<file path="src/rtl/arm_controller.sv">
`default_nettype none
// ============================================================================
// Module   : arm_controller
// Purpose  : Control unit for a single-cycle ARM-subset core. Decodes
//            Cond/Op/Funct/Rd into datapath controls, holds NZCV flags,
//            evaluates the condition code and tracks undefined opcodes.
// Revision : 1.0 - initial release
// ============================================================================
module arm_controller (
  input  logic       clk,
  input  logic       reset,
  input  logic [3:0] Cond,
  input  logic [1:0] Op,
  input  logic [5:0] Funct,
  input  logic [3:0] Rd,
  input  logic [3:0] ALUFlags,
  output logic       PCSrc,
  output logic       Reg_Write,
  output logic       Mem_Write,
  output logic       MemtoReg,
  output logic       ALUSrc,
  output logic [1:0] ImmSrc,
  output logic [1:0] RegSrc,
  output logic [3:0] ALUControl,
  output logic [3:0] Flags,
  output logic       Undef
);

  localparam logic [1:0] C_OP_DP  = 2'b00;
  localparam logic [1:0] C_OP_MEM = 2'b01;
  localparam logic [1:0] C_OP_BR  = 2'b10;
  localparam logic [3:0] C_ALU_ADD = 4'b0100;
  localparam logic [3:0] C_ALU_SUB = 4'b0010;
  localparam logic [3:0] C_RD_PC   = 4'b1111;

  logic       flags_n_q, flags_z_q, flags_c_q, flags_v_q;
  logic [3:0] flags_q, flags_d;
  logic       undef_q, undef_d;

  logic [3:0] w_cmd;
  logic       w_pc_dec, w_rw_dec, w_mw_dec;
  logic       w_fw_nz, w_fw_cv, w_undef_dec;
  logic       w_cond_ex;

  assign w_cmd   = Funct[4:1];
  assign flags_q = {flags_n_q, flags_z_q, flags_c_q, flags_v_q};

  // Instruction decode: unconditional control fields plus ungated write enables
  always_comb begin
    w_pc_dec    = 1'b0;
    w_rw_dec    = 1'b0;
    w_mw_dec    = 1'b0;
    w_fw_nz     = 1'b0;
    w_fw_cv     = 1'b0;
    w_undef_dec = 1'b0;
    MemtoReg    = 1'b0;
    ALUSrc      = 1'b0;
    ImmSrc      = 2'b00;
    RegSrc      = 2'b00;
    ALUControl  = 4'b0000;
    case (Op)
      C_OP_DP: begin
        ALUSrc = Funct[5];
        case (w_cmd)
          4'b1000: ALUControl = 4'b0000;  // TST
          4'b1001: ALUControl = 4'b0001;  // TEQ
          4'b1010: ALUControl = C_ALU_SUB; // CMP
          4'b1011: ALUControl = C_ALU_ADD; // CMN
          default: ALUControl = w_cmd;
        endcase
        // Compare/test ops only update flags, and always do so
        w_rw_dec = (w_cmd[3:2] != 2'b10);
        w_fw_nz  = Funct[0] | (w_cmd[3:2] == 2'b10);
        // Arithmetic ops (SUB..RSC, CMP, CMN) also produce C and V
        w_fw_cv  = w_fw_nz &
                   (((w_cmd[3] == 1'b0) && (w_cmd[2:1] != 2'b00)) ||
                    (w_cmd[3:1] == 3'b101));
        w_pc_dec = w_rw_dec & (Rd == C_RD_PC);
      end
      C_OP_MEM: begin
        ALUSrc     = ~Funct[5];
        ImmSrc     = 2'b01;
        ALUControl = Funct[3] ? C_ALU_ADD : C_ALU_SUB;
        if (Funct[0]) begin
          w_rw_dec = 1'b1;
          MemtoReg = 1'b1;
          w_pc_dec = (Rd == C_RD_PC);
        end else begin
          w_mw_dec = 1'b1;
          RegSrc   = 2'b10;
        end
      end
      C_OP_BR: begin
        w_pc_dec   = 1'b1;
        ALUSrc     = 1'b1;
        ImmSrc     = 2'b10;
        RegSrc     = 2'b01;
        ALUControl = C_ALU_ADD;
      end
      default: w_undef_dec = 1'b1;
    endcase
  end

  // Condition evaluation against the flags left by earlier instructions
  always_comb begin
    w_cond_ex = 1'b0;
    case (Cond)
      4'b0000: w_cond_ex = flags_z_q;
      4'b0001: w_cond_ex = ~flags_z_q;
      4'b0010: w_cond_ex = flags_c_q;
      4'b0011: w_cond_ex = ~flags_c_q;
      4'b0100: w_cond_ex = flags_n_q;
      4'b0101: w_cond_ex = ~flags_n_q;
      4'b0110: w_cond_ex = flags_v_q;
      4'b0111: w_cond_ex = ~flags_v_q;
      4'b1000: w_cond_ex = flags_c_q & ~flags_z_q;
      4'b1001: w_cond_ex = ~flags_c_q | flags_z_q;
      4'b1010: w_cond_ex = (flags_n_q == flags_v_q);
      4'b1011: w_cond_ex = (flags_n_q != flags_v_q);
      4'b1100: w_cond_ex = ~flags_z_q & (flags_n_q == flags_v_q);
      4'b1101: w_cond_ex = flags_z_q | (flags_n_q != flags_v_q);
      4'b1110: w_cond_ex = 1'b1;
      default: w_cond_ex = 1'b0;  // 1111 never executes
    endcase
  end

  // Next-state for flags and the sticky undefined bit, gated by the condition
  always_comb begin
    flags_d = flags_q;
    if (w_fw_nz && w_cond_ex) flags_d[3:2] = ALUFlags[3:2];
    if (w_fw_cv && w_cond_ex) flags_d[1:0] = ALUFlags[1:0];
    undef_d = undef_q | (w_undef_dec & w_cond_ex);
  end

  // State registers, cleared immediately when reset goes low
  always_ff @(posedge clk or negedge reset) begin
    if (!reset) begin
      flags_n_q <= 1'b0;
      flags_z_q <= 1'b0;
      flags_c_q <= 1'b0;
      flags_v_q <= 1'b0;
      undef_q   <= 1'b0;
    end else begin
      {flags_n_q, flags_z_q, flags_c_q, flags_v_q} <= flags_d;
      undef_q <= undef_d;
    end
  end

  // Architectural writes require a passing condition and released reset
  assign PCSrc     = w_pc_dec & w_cond_ex & reset;
  assign Reg_Write = w_rw_dec & w_cond_ex & reset;
  assign Mem_Write = w_mw_dec & w_cond_ex & reset;
  assign Flags     = flags_q;
  assign Undef     = undef_q;

endmodule
`default_nettype wire
</file>
<file path="config.mk">
export PLATFORM = sky130hd
export DESIGN_NAME = arm_controller
export DESIGN_NICKNAME = d
export VERILOG_FILES = /design/src/rtl/arm_controller.sv
export SDC_FILE = /design/constraint.sdc
export NUM_CORES = 1
export LEC_CHECK = 0
export BUFFER_PORTS_ARGS = -buffer_cell sky130_fd_sc_hd__buf_2
export CAP_MARGIN = 20
export CELL_PAD_IN_SITES_DETAIL_PLACEMENT = 1
export CELL_PAD_IN_SITES_GLOBAL_PLACEMENT = 1
export CORE_MARGIN = 10
export CORE_UTILIZATION = 27
export CTS_CLUSTER_DIAMETER = 50
export DETAILED_ROUTE_END_ITERATION = 12
export GPL_ROUTABILITY_DRIVEN = 0
export GPL_TIMING_DRIVEN = 0
export MAX_ROUTING_LAYER = met4
export PLACE_DENSITY_LB_ADDON = 0.1
export SLEW_MARGIN = 20
export SYNTH_ARGS = -nofsm -noshare
export SYNTH_HDL_FRONTEND = slang
export SYNTH_SLANG_ARGS = --single-unit
</file>
<file path="constraint.sdc">
create_clock -name clk -period 1.95 [get_ports clk]
set_input_delay 0.39 -clock clk [delete_from_list [all_inputs] [get_ports clk]]
set_output_delay 0.39 -clock clk [all_outputs]
set_load 0.01 [all_outputs]
</file>
Word-level counts from Yosys, hierarchy flattened --
Cells that the tools add are included.
Storage, ports and cells: register bits after elaboration 5, input port bits 22, output and inout port bits 18
Cells by class: eq/ne operators 26, mux-type cells 18, bitwise logic cells 21, reductions and logical operators 8
Operators with widths (count):
- == test 4 bit, second input constant | 12
- == test 4 x 3 -> 1 bit, second input constant | 4
- one-hot mux 4 bit (4 select lines) | 1
- one-hot mux 1 bit (15 select lines) | 1
- one-hot mux 4 bit (3 select lines) | 1
- AND 1 bit | 11
- == test 4 x 2 -> 1 bit, second input constant | 2
- 2-to-1 mux 1 bit | 8
- one-hot mux 2 bit (2 select lines) | 2
- NOT 1 bit | 6
- one-hot mux 1 bit (3 select lines) | 2
- == test 2 bit, second input constant | 2
- == test 4 x 1 -> 1 bit, second input constant | 1
- logical NOT 4 bit | 1
- OR 1 bit | 4
- == test 3 bit, second input constant | 1
- logical AND 1 bit | 3
- 2-to-1 mux 3 bit | 1
- OR reduction 3 bit | 1
- == test 2 x 1 -> 1 bit, second input constant | 1
- logical NOT 2 bit | 1
- 2-to-1 mux 2 bit | 1
- != test 2 bit, second input constant | 1
- one-hot mux 1 bit (2 select lines) | 1
- 4 further kinds | 4

Depth between registers and ports, before layout --
depth in word-level cells 6, gate-level depth with buffers 7, gate-level depth less buffers 6

Worst setup path before layout --
No wires, ideal clock.
path kind input -> output, start in Cond[0], end out PCSrc, data arrival time 1541 ps, data required time 1560 ps, setup slack 19 ps, cell stages on the path 6, buffers on the path 0, cell sequence or4bb_1 > mux2i_1 > o311ai_1 > nand4_2 > nand2_1 > a21oi_1
On the way: word-level cells in the longest chain between the ends 4
RTL lines:
- from (decl) | line 12 | input logic [3:0] Cond,
- == test 4 bit (tied with other cells) | line 107 | case (Cond)
- one-hot mux 1 bit (15 select lines) (*) | line 107
- AND 1 bit (*) (2 in series) | line 150 | assign PCSrc = w_pc_dec & w_cond_ex & reset;
- to (decl) | line 17 | output logic PCSrc,
Every way passes the cells marked *; elsewhere a longest branch is shown, timed or not.

Final worst setup path --
start reg flags_z_q, end out PCSrc
On the way: word-level cells in the longest chain between the ends 5
RTL lines:
- from (decl) | line 36 | logic flags_n_q, flags_z_q, flags_c_q, flags_v_q;
- from (signal assigned) | line 144 | {flags_n_q, flags_z_q, flags_c_q, flags_v_q} <= flags_d;
- NOT 1 bit | line 109, 116, 120
- AND 1 bit (on tied branches) | line 120, 116
- one-hot mux 1 bit (15 select lines) (*) | line 107
- AND 1 bit (*) (2 in series) | line 150
Marked as above.

==> results.md <==
- Starting DRT DRC Count: 38
- Grt ovf: 0
- Hold path startpoint: ALUFlags[2]
- Final setup margin: -0.3308 ns
- Final worst-path cycle share: 117.0%
- Post-Synth Adder-Cell Area: 8.881%
- Hold Path End: flags_z_q
- Syn Inst Count: 87
- Largest net degree at the start of global routing: 11
- Diodes inserted: 0
- CTS root buf: clkbuf_4
- Post-DP HPWL: 1.949 mm
- Final cell count without fillers: 168
- Final setup TNS: -1.717 ns
- # port buffers: 39
- Worst-Skew Late Latency: 0.25 ns
- Synth Cell Area: 704.4 µm²
- Total CTS buffers: 3
- Worst Setup SP: flags_z_q
- CP Class: register to primary output
- Worst-path maximum fanout: 4
- Slew margin rel.: 75.24%
- Min Clock Period, post-route: 2.281 ns
- Leakage power: 0.5322 nW
- RSZ-0062 raised after global routing: true
- Pin slew with the least headroom to its limit: 0.3663 ns
- CTS tree: done
- First-pass GRT wire length: 4.084 mm
- CP startpoint kind: register
- Worst-path clk slew: 0.04 ns
- Synth unique cells: 35
- Ys flop type: dfrtp_1
- Clock tree buffer depth: 2
- Post-synthesis simple-gate area fraction: 30.73%
- Origin of the critical flop-to-flop path: flags_z_q
- Hold Vio Cnt, Final: 0
- GRT Util Overall: 9.701%
- Top delay family on crit path: simple AND/OR/NAND/NOR gates
- Clk sinks: 5
- Fraction of synthesized area in multiplexers: 9.236%
- Avg WL per Cell: 14.65 µm
- Max_cap viols: 0
- Skew final: 0.003681 ns
- Worst R2R Setup Slack: -0.23 ns
- Die Area: 5052 µm²
- Hold path depth: 2
- CP Data Arrival Time: 1.89 ns
- Sequential share of the synthesized area: 17.76%
- Crit end category: primary output
- Ys async rst share: 100.0%
- CP bufs+invs: 1
- Drt first pass iters: 4
- Worst hold-check path type: primary input to register
- R2R cell count: 8
- Status: finished with violations
- # rows: 18
- Cell Pwr Density: 814.7 nW/µm²
- Violated checks: setup timing
- Final setup violation count: 7
- CP max-delay cell: or4bb_1
- Cell Chain, Critical Path: or4bb_1, mux2i_1, o311ai_2, nand4_2, nand2_2, a21oi_2, buf_2
- Max VDD drop: 0.0005317 V
- Warnings from Yosys: 0
- DRC: 0
- Post-synth EDFFs: 0
- Seq cells post-synth: 5
- Die height: 71.08 µm
- Fraction of final layout cells with drive strength greater than 1: 52.17%
- Critical path's largest stage delay: 0.46 ns
- Area delta synth->final: 53.64%
- Slew Viols, Final: 0
- Starting Density: 28.43%
- Placed insts: 156
- Worst Path Required: 1.56 ns
- Max frequency: 438.4 MHz
- Vias: 814
- Filler cells: 343
- Final Util: 43.69%
- Main combinational cell family by area after synthesis: simple AND/OR/NAND/NOR gates
- Vias in the first global route: 872
- Detailed Route WL: 2.462 mm
- Post-synthesis xor/xnor area fraction: 2.487%
- Final #Nets: 166
- DR vias/cell: 4.845
- Synth Area per Inst: 8.097 µm²
- CORE AREA: 2477 µm²
- Synth Area in Compound Gates: 21.85%
- DIE WIDTH: 71.08 µm
- Initial antenna violation count: 0
- CTS H-tree lvls: 1
- Fin Hold WS: 0.3632 ns
- I/O pin cnt: 40
- Post-Syn Nets: 114
- Antenna viol nets, final: 0
- Reg2reg end: flags_z_q
layout make-up:
type / instances / area, µm² / area share [%]
Tap cell: 30 / 37.54 / 3.468
Buffer: 8 / 52.55 / 4.855
Timing Repair Buffer: 47 / 267.8 / 24.74
Sequential cell: 5 / 128.9 / 11.91
Inverter: 3 / 11.26 / 1.040
Clock buffer: 4 / 26.28 / 2.428
Multi-Input combinational cell: 71 / 558.0 / 51.56
timing repair:
action | in CTS | in global routing
buffers inserted | 5 | 2
hold endpoints to repair | 5 | 0
hold buffers | 1 | 0
pin swaps | 4 | 0
endpoints found under the setup margin | 7 | 9
gates resized for setup | 8 | 6
cells in the final DEF (no fill, tap or decap), types with 2 or more instances in the layout:
master	Yosys	routed
buf_2	3	41
buf_4	5	11
a21oi_1	8	7
nor2_1	5	5
o21ai_0	5	5
nand2_1	5	4
ha_1	5	4
inv_1	3	3
and2_1	3	3
nand3b_1	3	3
nand2b_1	3	3
clkbuf_4	0	3
dfrtp_2	0	3
dfrtp_1	5	2
nor2b_1	3	2
and3_1	2	2
nor4b_1	3	2
nand3_1	2	2
mux2i_1	2	2
o21a_1	2	2
mux2_2	2	2
buf_6	0	2
worst register-to-register path, stage by stage (launching register included):
cell and delay, ns:
dfrtp_2 0.41, or4bb_1 0.46, mux2i_1 0.18, o311ai_2 0.13, nand4_2 0.14, buf_4 0.14, buf_6 0.08, o211a_1 0.19
mux2_1 0.33
layer usage:
layer,vias up,global-route usage (%),wire [µm]
met5,-,-,0
met4,0,3.226,0
met3,0,2.371,147
met2,22,15.83,1226
met1,376,11.32,1088
li1,416,-,-
cells by family (layout without fill, tap and decap cells):
kind of cell             count (synthesis)  in the layout
AND/OR/NAND/NOR                         34             34
AO/OA/AOI/OAI                           24             24
buffers and inverters                   11             62
multiplexers                             6              6
adder cells (fa/ha/maj)                  5              5
flip-flops                               5              5
XOR/XNOR                                 2              2
report_power, final:
part,total [W],internal (W),switching [W]
Sequential,0.000210,0.000152,0.0000576
Combinational,0.000547,0.000323,0.000224
Clock,0.000124,0.0000776,0.0000467
through the flow:
step	area, µm²	total power (W)	setup slack, ns
floorplan	704.4	0.0004791	0.01912
global placement	937.1	0.0006170	-0.2484
detailed placement	937.1	0.0006284	-0.2853
CTS	1042	0.0008650	-0.3555
global route	1082	0.0009615	-0.4408
finish	1082	0.0008817	-0.3308
worst max-delay path by stage:
stage	end	slack, ns	depth (start not counted)
after global placement	Mem_Write	-0.25	8
after floorplan	PCSrc	0.02	6
final	PCSrc	-0.33	7
after CTS	PCSrc	-0.36	7
after detailed placement	Mem_Write	-0.29	8
after global routing	Reg_Write	-0.44	7
cell usage after synthesis, drive strengths merged (2+ instances only):
cell / count / share of area [%]
a21oi: 8 / 5.7
and2: 3 / 2.7
and3: 2 / 1.8
buf: 8 / 7.5
dfrtp: 5 / 18
ha: 5 / 8.9
inv: 3 / 1.6
mux2: 4 / 6.4
mux2i: 2 / 2.8
nand2: 5 / 2.7
nand2b: 3 / 2.7
nand3: 2 / 1.4
nand3b: 3 / 3.2
nor2: 5 / 2.7
nor2b: 3 / 2.7
nor4b: 3 / 3.7
o21a: 2 / 2.1
o21ai: 5 / 3.6
xnor2: 2 / 2.5
flip-flops by register name, indices dropped and copies added, names as in the netlist:
| signal | cells |
|---|---|
| flags_z_q | 1 |
| Undef | 1 |
| flags_n_q | 1 |
| flags_c_q | 1 |
| flags_v_q | 1 |
Power figures use the tool's default switching activity.
